==> config.mk <==
export PLATFORM = sky130hd
export DESIGN_NAME = hbus_wb_bridge
export DESIGN_NICKNAME = d
export VERILOG_FILES = /design/src/rtl/hbus_wb_bridge.sv
export SDC_FILE = /design/constraint.sdc
export NUM_CORES = 1
export LEC_CHECK = 0
export BUFFER_PORTS_ARGS = -buffer_cell sky130_fd_sc_hd__clkbuf_2
export CAP_MARGIN = 40
export CORE_UTILIZATION = 25
export DETAILED_ROUTE_END_ITERATION = 7
export PLACE_DENSITY = 0.47
export SYNTH_ARGS = -nofsm -noshare
export SYNTH_HDL_FRONTEND = slang
export SYNTH_SLANG_ARGS = --single-unit
export TNS_END_PERCENT = 5
==> constraint.sdc <==
create_clock -name clk -period 2.2 [get_ports clk]
set_clock_uncertainty 0.2 [all_clocks]
set_input_delay 0.66 -clock clk [delete_from_list [all_inputs] [get_ports clk]]
set_output_delay 0.66 -clock clk [all_outputs]
set_load 0.005 [all_outputs]
==> src/rtl/hbus_wb_bridge.sv <==
// Classic Wishbone slave to HyperBus controller bridge: one 32-bit access becomes two 16-bit beats.
// Strobe to ack takes at least 6 edges; the controller paces beats with hb_ready_i/hb_valid_i.
module hbus_wb_bridge #(
   parameter int WIDTH   = 8,
   parameter int TIMEOUT = 64
) (
   input  logic                 clk,
   input  logic                 rst,
   input  logic [31:0]          wb_adr_i,
   input  logic [31:0]          wb_dat_i,
   input  logic [3:0]           wb_sel_i,
   input  logic                 wb_we_i,
   input  logic                 wb_cyc_i,
   input  logic                 wb_stb_i,
   output logic [31:0]          wb_dat_o,
   output logic                 wb_ack_o,
   output logic                 wb_err_o,
   output logic [31:0]          hb_adr_o,
   output logic [2*WIDTH-1:0]   hb_dat_o,
   output logic                 hb_reg_space_o,
   output logic                 hb_wrq_o,
   output logic                 hb_rrq_o,
   input  logic [2*WIDTH-1:0]   hb_dat_i,
   input  logic                 hb_ready_i,
   input  logic                 hb_valid_i,
   input  logic                 hb_busy_i,
   input  logic                 hb_error_i
);

   localparam int TW = (TIMEOUT > 1) ? $clog2(TIMEOUT) : 1;
   localparam logic [TW-1:0] TMO_LOAD = TW'(TIMEOUT - 1);

   typedef enum logic [2:0] {
      S_IDLE, S_WAIT, S_WRITE, S_READ, S_RELEASE, S_DONE
   } state_t;

   state_t         state;
   logic [31:0]    dat_q;
   logic           we_q;
   logic           beat;
   logic [TW-1:0]  tmo_cnt;
   logic           err_q;
   logic           abort_q;

   // Byte address bit 0 has no meaning on a 16-bit-word bus.
   logic unused_adr0;
   assign unused_adr0 = wb_adr_i[0];

   always_ff @(posedge clk) begin
      if (rst) begin
         state          <= S_IDLE;
         dat_q          <= '0;
         we_q           <= 1'b0;
         beat           <= 1'b0;
         tmo_cnt        <= '0;
         err_q          <= 1'b0;
         abort_q        <= 1'b0;
         wb_dat_o       <= '0;
         wb_ack_o       <= 1'b0;
         wb_err_o       <= 1'b0;
         hb_adr_o       <= '0;
         hb_dat_o       <= '0;
         hb_reg_space_o <= 1'b0;
         hb_wrq_o       <= 1'b0;
         hb_rrq_o       <= 1'b0;
      end else begin
         wb_ack_o <= 1'b0;
         wb_err_o <= 1'b0;
         if (state != S_IDLE && state != S_DONE && !wb_cyc_i)
            abort_q <= 1'b1;

         if (hb_error_i && state inside {S_WAIT, S_WRITE, S_READ, S_RELEASE}) begin
            hb_wrq_o <= 1'b0;
            hb_rrq_o <= 1'b0;
            err_q    <= 1'b1;
            state    <= S_DONE;
         end else begin
            case (state)
               S_IDLE: begin
                  // The termination pulse is still visible here; don't re-accept the same strobe.
                  if (wb_cyc_i && wb_stb_i && !wb_ack_o && !wb_err_o) begin
                     dat_q          <= wb_dat_i;
                     we_q           <= wb_we_i;
                     hb_adr_o       <= {2'b00, wb_adr_i[30:1]};
                     hb_reg_space_o <= wb_adr_i[31];
                     abort_q        <= 1'b0;
                     err_q          <= (wb_sel_i != 4'hF);
                     state          <= (wb_sel_i != 4'hF) ? S_DONE : S_WAIT;
                  end
               end
               S_WAIT: begin
                  if (!hb_busy_i) begin
                     beat <= 1'b0;
                     if (we_q) begin
                        hb_wrq_o <= 1'b1;
                        hb_dat_o <= dat_q[31:16];
                        state    <= S_WRITE;
                     end else begin
                        hb_rrq_o <= 1'b1;
                        tmo_cnt  <= TMO_LOAD;
                        wb_dat_o <= '0;
                        state    <= S_READ;
                     end
                  end
               end
               S_WRITE: begin
                  if (hb_ready_i) begin
                     if (beat) begin
                        hb_wrq_o <= 1'b0;
                        state    <= S_RELEASE;
                     end else begin
                        beat     <= 1'b1;
                        hb_dat_o <= dat_q[15:0];
                     end
                  end
               end
               S_READ: begin
                  if (hb_valid_i && beat) begin
                     wb_dat_o[15:0] <= hb_dat_i;
                     hb_rrq_o       <= 1'b0;
                     state          <= S_RELEASE;
                  end else if (tmo_cnt == '0) begin
                     hb_rrq_o <= 1'b0;
                     err_q    <= 1'b1;
                     state    <= S_RELEASE;
                  end else begin
                     tmo_cnt <= tmo_cnt - 1'b1;
                     if (hb_valid_i) begin
                        wb_dat_o[31:16] <= hb_dat_i;
                        beat            <= 1'b1;
                     end
                  end
               end
               S_RELEASE: begin
                  if (!hb_busy_i)
                     state <= S_DONE;
               end
               S_DONE: begin
                  if (!abort_q && wb_cyc_i) begin
                     wb_ack_o <= !err_q;
                     wb_err_o <= err_q;
                  end
                  state <= S_IDLE;
               end
               default: state <= S_IDLE;
            endcase
         end
      end
   end

endmodule

==> results of run 1 <==
-- critical path: stages, from the launching register on --
cell	delay (ps)
dfxtp_1	310
inv_1	50
ha_1	180
or3b_2	490
o311ai_4	260
o211ai_1	150
buf_4	170
a41o_1	220
-- layout by cell type, fill, tap and decap left out, types with 2 or more instances in the layout --
master / synthesis / final
clkbuf_2: 0 / 173
nand2_1: 154 / 154
dfxtp_1: 128 / 128
a21oi_1: 104 / 104
buf_4: 6 / 39
nor2_1: 29 / 28
o21ai_0: 21 / 21
nand4_1: 20 / 20
a211oi_1: 18 / 18
nand3_1: 18 / 18
mux2i_1: 17 / 17
clkbuf_16: 0 / 17
buf_12: 0 / 7
inv_1: 5 / 5
a31oi_1: 5 / 5
nor2b_1: 4 / 4
nor3_1: 5 / 4
inv_6: 0 / 4
or3_1: 3 / 3
a21o_1: 3 / 3
clkinv_4: 0 / 3
nor2_4: 1 / 2
nor3_4: 1 / 2
and3_1: 2 / 2
xor2_1: 2 / 2
a311oi_1: 2 / 2
nand3b_1: 2 / 2
or3b_2: 2 / 2
conb_1: 1 / 2
clkinvlp_4: 0 / 2
bufinv_16: 0 / 2
clkbuf_1: 24 / 2
-- synthesized netlist by cell type (3+ instances only) --
cell type / instances
nand3_1: 18
mux2i_1: 17
a31oi_1: 5
o21ai_0: 21
a21oi_1: 104
a21o_1: 3
nand4_1: 20
dfxtp_1: 128
inv_1: 5
buf_4: 6
clkbuf_1: 24
nand2_1: 154
nor2_1: 29
or3_1: 3
nor3_1: 5
a211oi_1: 18
nor2b_1: 4
buf_2: 20
-- stage by stage --
step	area [µm²]	TNS, ps
after global placement	6600	-21050
after detailed placement	6600	-21040
final	7230	0
after global routing	7230	0
after floorplan	5240	-11.0
after CTS	7200	0
-- power breakdown --
group / internal (mW) / switching [mW] / leakage [nW]
logic: 0.858 / 1.12 / 1.54
clock network: 1.69 / 1.12 / 0.281
registers: 2.56 / 0.173 / 1.04
total: 5.11 / 2.41 / 2.85
-- layout make-up --
type / count / area (µm²)
inverter: 6 / 22.5
tap: 270 / 338
sequential: 128 / 2560
clock inverter: 13 / 153
fill: 2218 / 13100
multi-input combinational: 446 / 2420
clock buffer: 19 / 433
timing repair buffer: 219 / 1300
-- layer usage --
metal  part of all wire  wire (µm)  GRT usage
met1               0.50       7740      0.201
met2               0.43       6710      0.221
met3              0.062        968     0.0484
met4              0.011        175     0.0547
met5                  0          0          0
-- cells by family (layout without fill, tap and decap cells) --
group	Yosys count	after routing	share of synthesized area
and+or+nand+nor	258	258	0.229
AOI/OAI and AO/OA	166	166	0.187
DFF	128	128	0.492
buffers and inverters	58	257	0.0524
muxes	17	17	0.0327
xor gates and xnor gates	2	2	0.00337
adders and majority gates	1	1	0.00240
other	1	2	0.000720
-- state kept, by name (all words and copies together), names as in the netlist --
name / flops
err_q: 1
wb_dat_o: 32
hb_wrq_o: 1
hb_adr_o: 30
wb_err_o: 1
abort_q: 1
tmo_cnt: 6
beat: 1
hb_reg_space_o: 1
hb_dat_o: 16
dat_q: 32
state: 3
wb_ack_o: 1
we_q: 1
hb_rrq_o: 1
-- worst max path at each step --
| stage | start | to | slack [ps] | depth (start not counted) |
|---|---|---|---|---|
| after global routing | tmo_cnt[0]$_SDFFE_PP0P_ | state[1]$_SDFFE_PP0P_ | 5 | 7 |
| after CTS | tmo_cnt[0]$_SDFFE_PP0P_ | state[1]$_SDFFE_PP0P_ | 30 | 8 |
| after global placement | wb_cyc_i | state[0]$_SDFFE_PP0P_ | -280 | 6 |
| final | tmo_cnt[0]$_SDFFE_PP0P_ | state[1]$_SDFFE_PP0P_ | 60 | 7 |
| after floorplan | wb_cyc_i | state[0]$_SDFFE_PP0P_ | -10 | 5 |
| after detailed placement | wb_cyc_i | state[0]$_SDFFE_PP0P_ | -270 | 6 |
-- timing repair --
| action | 4_1_cts | 5_1_grt |
|---|---|---|
| setup buffers | 1 | 0 |
| endpoints found under the setup margin | 1 | 29 |
| pin swaps | 1 | 0 |
| gates cloned | 0 | 0 |
| hold buffers | 0 | 0 |
| gates resized for setup | 0 | 5 |
==> impl_results.md, run 1 <==
- Final WL: 15.6 mm
- Final-report setup violation count: 0
- Yosys reg bits: 128
- Longest Clk Path Bufs: 2
- RePlAce Congestion: 0.769
- Total Routing Usage GR: 0.149
- Core region area: 0.0203 mm²
- Worst hold start: dat_q[0]$_SDFFE_PP0P_
- Worst IR Drop VDD: about 0.0005 V
- Sequential-to-total area share from yosys stat: 0.492
- Post-synth EDFFs: 0
- Final core occ: 0.356
- First-pass detailed-route iteration total: 4
- Synth warn: 0
- CP required: between 2000 and 2500 ps
- N_diodes: 0
- Detailed Route Iter0 Violations: 223
- Cell variety after synth: 58
- Crit Path Class: flip-flop to flip-flop
- Final worst slack: 63.8 ps
- Layout cells sized above 1: 0.324
- Worst-Skew Late Latency: 410 ps
- Achievable Freq: 468 MHz
- Maxcap violations: 0
- End of the worst hold path: dat_q[0]$_SDFFE_PP0P_
- Vias in the first global route: 4818
- Placed Cells: 1068
- Rel. slew slack: 0.607
- Die area: 0.0214 mm²
- Pins Over Slew Limit: 0
- Crit path time final: 2140 ps
- DRC errors left: 0
- Hold Fails Final Rpt: 0
- Synth area leaders: dfxtp_1, nand2_1, a21oi_1
- CTS sink count: 128
- Post-Layout Cell Count: 1101
- Proportion of netlist area held by the largest area contributor: 0.492
- Largest net degree at the start of global routing: ~120
- Area growth, synth to finish: 38.9%
- Die width: 146 µm
- Most common flop cell mapped by yosys: dfxtp_1
- Std cell rows: 52
- CTS tree: built
- Dpl ws: -275 ps
- R2r worst-path depth: 7
- Status: finished clean
- Hold path depth: 2
- Pwr Total: 7.52 mW
- Wire length of the first global-routing pass: 25.5 mm
- Vias post-DR: 4981
- R2R Setup Slk: 60 ps
- Unrepaired setup endpoints after global routing: no
- Reg-to-reg critical path startpoint: tmo_cnt[0]$_SDFFE_PP0P_
- H-tree Lvls: 4
- Vias per cell: 4.52
- Worst reg2reg path endpoint: state[1]$_SDFFE_PP0P_
- GRT overflow: 0
- Detailed-route wire length per cell: 14.2 µm
- Initial antenna violation count: 0
- PD cells: between 1000 and 1500 mW/mm²
- CP startpoint kind: flip-flop
- Clk Tree Root Cell: clkbuf_16
- Die height: approximately 150 µm
- DRT antenna net count: 0
- Synthesized area per cell: between 8 and 9 µm²
- Post-DP HPWL: roughly 11 mm
- IO Port Bufs: 174
- Io pins: 178
- Worst Hold Class: flip-flop to flip-flop
- Nets@finish: 912
- Min Hold Slack: 252 ps
- Starting Density: 0.256
- CP max FO: 3
- Worst Max-Slew Pin Slew: 589 ps
- Final period util: 0.971
- CTS Buf Count: 17
- Worst Setup End Kind: flip-flop
- Syn Inst Count: between 600 and 700
- P_leak: around 2.9 nW
- Synth area leader: dfxtp_1
- Ys async rst share: 0
- Mapped Area: 0.00520 mm²
- Clock transition at the registers of the reported paths: 60 ps
- CP arrival: 2240 ps
No activity file was read; power rests on OpenSTA's default activity.
==> inputs of run 2 (changes only) <==
--- a/config.mk
+++ b/config.mk
@@ -7,9 +7,9 @@
 export LEC_CHECK = 0
 export BUFFER_PORTS_ARGS = -buffer_cell sky130_fd_sc_hd__clkbuf_2
 export CAP_MARGIN = 40
-export CORE_UTILIZATION = 25
+export CORE_UTILIZATION = 37
 export DETAILED_ROUTE_END_ITERATION = 7
-export PLACE_DENSITY = 0.47
+export PLACE_DENSITY = 0.64
 export SYNTH_ARGS = -nofsm -noshare
 export SYNTH_HDL_FRONTEND = slang
 export SYNTH_SLANG_ARGS = --single-unit
==> impl_results.md, run 2 (synthesis gave the netlist of run 1 again) <==
- Vias in the first global route: 4882
- Share of total power in the clock network: 0.388
- Crit Path Class: flip-flop to flip-flop
- Pwr Total: 7.59 mW
- CTS Hold Buffers Added: 0
- Largest net degree at the start of global routing: 68
- Top Registers: dat_q x32, wb_dat_o x32, hb_adr_o x30
- CP startpoint kind: flip-flop
- Final worst slack: 84.8 ps
- Nets@finish: 908
- Final WL: 14.2 mm
- Achievable Freq: 473 MHz
- CTS tree: built
- Hold path depth: 2
- N_diodes: 0
- Std cell rows: 42
- Worst IR Drop VDD: 0.000756 V
- Logic pwr share: 0.252
- CP max FO: 4
- Starting Density: 0.385
- Detailed Route Iter0 Violations: roughly 330
- CTS Buf Count: 17
- Die height: approximately 120 µm
- Unrepaired setup endpoints after global routing: no
- Status: finished clean
- Commonest non-fill, non-tap cells in the layout: clkbuf_2, nand2_1, dfxtp_1
- Layout cells sized above 1: 0.322
- Final-report setup violation count: 0
- IO Port Bufs: 174
- Post-DP HPWL: about 10 mm
- Leading cell type in the layout, fill and taps excluded: clkbuf_2
- Wire length of the first global-routing pass: 22.8 mm
- Post-CTS setup buffer count: 0
- Dpl ws: -273 ps
- Placed Instance Area: 0.00645 mm²
- First-pass detailed-route iteration total: 4
- CP required: 2330 ps
- Pins Over Slew Limit: 0
- Switching Power: 2.39 mW
- Vias post-DR: 5111
- RePlAce Congestion: 0.833
- Total Routing Usage GR: 0.196
- CTS sink count: around 130
- PD cells: 1070 mW/mm²
- H-tree Lvls: 4
- Hold Fails Final Rpt: 0
- Die area: roughly 0.015 mm²
- Initial antenna violation count: 0
- Clock transition at the registers of the reported paths: around 60 ps
- Maxcap violations: 0
- Io pins: 178
- Die width: 121 µm
- Switching part of the total: 0.315
- DRC errors left: 0
- Rel. slew slack: 0.614
- Clk Tree Root Cell: clkbuf_16
- GRT overflow: 0
- P_leak: 2.86 nW
- R2r worst-path depth: 7
- Vias per cell: 5.10
- Pint: between 5 and 6 mW
- Worst Setup End Kind: flip-flop
- Design area: between 0.007 and 0.008 mm²
- Detailed-route wire length per cell: 14.1 µm
- Longest Clk Path Bufs: 2
- Worst Hold Class: flip-flop to flip-flop
- Worst-Skew Late Latency: 420 ps
- Crit path time final: 2120 ps
- CP arrival: 2250 ps
- Area growth, synth to finish: 36.5%
- Final period util: 0.961
- Sequential Power Share: 0.360
- DRT antenna net count: 0
- Core region area: roughly 0.014 mm²
- Worst Max-Slew Pin Slew: 579 ps
-- run 2: cell count changes in the layout (fill, tap and decap cells not counted), moves of 2 or more --
cell      previous run  this run
inv_8                1         4
buf_4               39        36
clkbuf_1             2         0
inv_6                4         2
-- run 2: power by group through the flow --
stage | Clock [mW] | Sequential (mW) | Combinational, mW
after floorplan | 0 | 2.74 | 1.20
after global placement | 0 | 2.76 | 1.83
after detailed placement | 0 | 2.77 | 1.88
after CTS | 3.00 | 2.73 | 1.91
after global routing | 3.11 | 2.76 | 2.10
final | 2.94 | 2.73 | 1.92
-- run 2: final timing paths --
path,start,to,slack (ps)
worst max-delay path,tmo_cnt[1]$_SDFFE_PP0P_,state[0]$_SDFFE_PP0P_,80
worst min register to register,hb_adr_o[12]$_SDFFE_PP0P_,hb_adr_o[12]$_SDFFE_PP0P_,250
worst min-delay path,hb_adr_o[12]$_SDFFE_PP0P_,hb_adr_o[12]$_SDFFE_PP0P_,250
worst max register to register,tmo_cnt[1]$_SDFFE_PP0P_,state[0]$_SDFFE_PP0P_,80
-- run 2: per-layer routing --
metal	track usage	up-vias	wire [µm]
li1	-	2559	-
met1	0.246	2374	6430
met2	0.318	154	6710
met3	0.0495	24	712
met4	0.0872	0	316
met5	0	-	0
-- run 2: through the flow --
step	util	cells	hold slack [ps]	setup TNS (ps)
finish	0.526	1003	254	0
global route	0.526	1003	237	0
CTS	0.525	1003	243	0
detailed placement	0.478	971	248	-17420
global placement	0.478	971	242	-13600
floorplan	-	632	214	-11.0
-- run 2: worst max-delay path, stage by stage (launching register included) --
cell	delay, ps
dfxtp_1	320
inv_1	60
ha_1	170
or3b_4	400
o311ai_4	260
o211ai_1	220
nand3b_1	200
a41oi_1	210
-- run 2: what timing repair did --
item | CTS | global route
gates cloned | 0 | 0
pin swaps | 1 | 0
resized for setup | 2 | 3
setup endpoints to repair | 1 | 23
hold endpoints to repair | 0 | 0
-- run 2: area by class of cell --
class	instances	area [µm²]
Timing Repair Buffer	215	1260
Fill cell	1267	6400
Multi-Input combinational cell	446	2420
Clock inverter	15	200
Clock buffer	17	425
Sequential cell	128	2560
Tap cell	176	220
Inverter	6	22.5
==> inputs of run 3 (changes only) <==
--- a/config.mk
+++ b/config.mk
@@ -5,6 +5,7 @@
 export SDC_FILE = /design/constraint.sdc
 export NUM_CORES = 1
 export LEC_CHECK = 0
+export ABC_AREA = 1
 export BUFFER_PORTS_ARGS = -buffer_cell sky130_fd_sc_hd__clkbuf_2
 export CAP_MARGIN = 40
 export CORE_UTILIZATION = 37
==> impl_results.md, run 3 <==
- GRT overflow: 0
- CP required: 2310 ps
- Worst-Skew Late Latency: about 410 ps
- Clock transition at the registers of the reported paths: 60 ps
- CTS sink count: 128
- Design area: just over 0.007 mm²
- Ys async rst share: 0
- Sequential-to-total area share from yosys stat: 0.474
- N_diodes: 0
- Synthesized area per cell: 7.04 µm²
- Final core occ: 0.507
- CTS Hold Buffers Added: 0
- Synth area leader: dfxtp_1
- Synth area leaders: dfxtp_1, nor2_1, nand2_1
- Syn Inst Count: 768
- Total Routing Usage GR: 0.193
- Die width: 123 µm
- IO Port Bufs: 174
- Synth warn: 0
- Std cell rows: 43
- Hold Fails Final Rpt: 0
- Starting Density: 0.385
- PD cells: 1380 mW/mm²
- Synth top cells by count: nor2_1, nand2_1, dfxtp_1
- XOR/XNOR share of the synthesized area: 0.00162
- Commonest non-fill, non-tap cells in the layout: nor2_1, clkbuf_2, nand2_1
- Top Registers: dat_q x32, wb_dat_o x32, hb_adr_o x30
- Core region area: around 0.014 mm²
- Vias per cell: approximately 4.7
- Cell variety after synth: 30
- Worst IR Drop VDD: 0.000657 V
- P_leak: 3.49 nW
- Largest net degree at the start of global routing: 74
- Mapped Area: 0.00540 mm²
- Final-report setup violation count: 0
- Post-DP HPWL: around 9.4 mm
- Crit path time final: 2060 ps
- DRC errors left: 0
- Post-synth EDFFs: 0
- CP arrival: 2170 ps
- Clk Tree Root Cell: clkbuf_16
- Placed Instance Area: 0.00651 mm²
- Synth Area in Simple Gates: 0.321
- Nets@finish: 1036
- Detailed Route Iter0 Violations: 280
- Status: finished clean
- Count leader, synth: nor2_1
- Most common flop cell mapped by yosys: dfxtp_1
- Area growth, synth to finish: 31.7%
- Maxcap violations: 0
- Mux contribution to synthesized area: 0
- Detailed-route wire length per cell: 12.4 µm
- Final period util: 0.938
- DRT antenna net count: 0
- H-tree Lvls: 4
- CTS tree: built
- Wire length of the first global-routing pass: 22.7 mm
- Vias in the first global route: 4741
- Leading cell type in the layout, fill and taps excluded: nor2_1
- Pins Over Slew Limit: 0
- CP max FO: 13
- Initial antenna violation count: 0
- CTS Buf Count: 17
- Vias post-DR: 5311
- Synth Area in Compound Gates: 0.128
- CP startpoint kind: flip-flop
- RePlAce Congestion: 0.828
- Layout cells sized above 1: 0.267
- Final WL: approximately 14 mm
- Post-Route Setup TNS: 0 ps
- Die height: 123 µm
- Combinational family with the most area after synthesis: simple AND/OR/NAND/NOR gates
- Io pins: roughly 180
- Proportion of netlist area held by the largest area contributor: 0.474
- Yosys reg bits: 128
- Longest Clk Path Bufs: 2
- Adder-Cell Fraction of Synth Area: 0.00232
- Worst Hold Class: flip-flop to flip-flop
- First-pass detailed-route iteration total: 4
- Worst Setup End Kind: flip-flop
- Crit Path Class: flip-flop to flip-flop
- Die area: about 0.015 mm²
- Achievable Freq: 484 MHz
- Pwr Total: 9.79 mW
==> run 3: cell count changes in the layout (fill, tap and decap cells not counted), sizes merged, moves of 15 or more <==
cell,previous run,this run
nor2,30,235
inv,12,42
mux2i,17,0
nand3b,2,17
o21ai,23,97
buf,42,23
nand4,21,5
a211oi,18,0
a21oi,104,31
==> run 3: cell families after synthesis <==
| group | count (synthesis) |
|---|---|
| flip-flops | 128 |
| AO/OA/AOI/OAI | 134 |
| adder cells (fa/ha/maj) | 1 |
| other | 1 |
| AND/OR/NAND/NOR | 417 |
| XOR/XNOR | 1 |
| buffers and inverters | 86 |
==> run 3: area by class of cell <==
type	count	area (µm²)
multi-input combinational	556	2480
timing repair buffer	197	1110
sequential	128	2560
fill	1460	6920
inverter	42	160
clock inverter	11	113
tap	180	225
clock buffer	21	470
==> run 3: worst paths after layout <==
path                               endpoint                     from  cells after the start  slack [ps]
setup / recovery  wb_dat_o[28]$_SDFFE_PP0P_  tmo_cnt[0]$_SDFFE_PP0P_                     10         140
hold / removal        dat_q[6]$_SDFFE_PP0P_    dat_q[6]$_SDFFE_PP0P_                      2         240
setup reg to reg  wb_dat_o[28]$_SDFFE_PP0P_  tmo_cnt[0]$_SDFFE_PP0P_                     10         140
hold reg to reg       dat_q[6]$_SDFFE_PP0P_    dat_q[6]$_SDFFE_PP0P_                      2         240
==> run 3: through the flow <==
stage	hold slack [ps]	cells	worst slack (ps)
2_1_floorplan	213	769	331
5_1_grt	265	1135	-16.1
3_3_place_gp	233	1102	-98.3
4_1_cts	248	1135	36.5
6_report	244	1135	136
3_5_place_dp	237	1102	-110
==> run 3: timing repair <==
action,in CTS,in global routing
hold endpoints to repair,0,0
resized for setup,0,6
endpoints found under the setup margin,4,50
pin swaps,1,0
setup buffers,0,0
cloned,1,0
==> run 3: report_power, final <==
part	internal, mW	switching [mW]
clock	1.74	1.01
combinational	1.45	2.15
sequential	3.06	0.383
total	6.25	3.54
==> run 3: layer usage <==
layer / share of wire / track usage / up-vias
met4: 0.014 / 0.0671 / 0
met5: 0 / 0 / -
li1: - / - / 2778
met2: 0.44 / 0.310 / 167
met3: 0.083 / 0.0711 / 16
met1: 0.47 / 0.238 / 2350
==> run 3: worst max-delay path: stages, from the launching register on <==
cell	delay, ps
dfxtp_1	350
inv_1	70
ha_1	240
nand3_1	120
nor2_1	80
nand2_1	100
nand3_2	180
nor2_4	370
inv_2	100
nor2_1	110
nor2_1	50
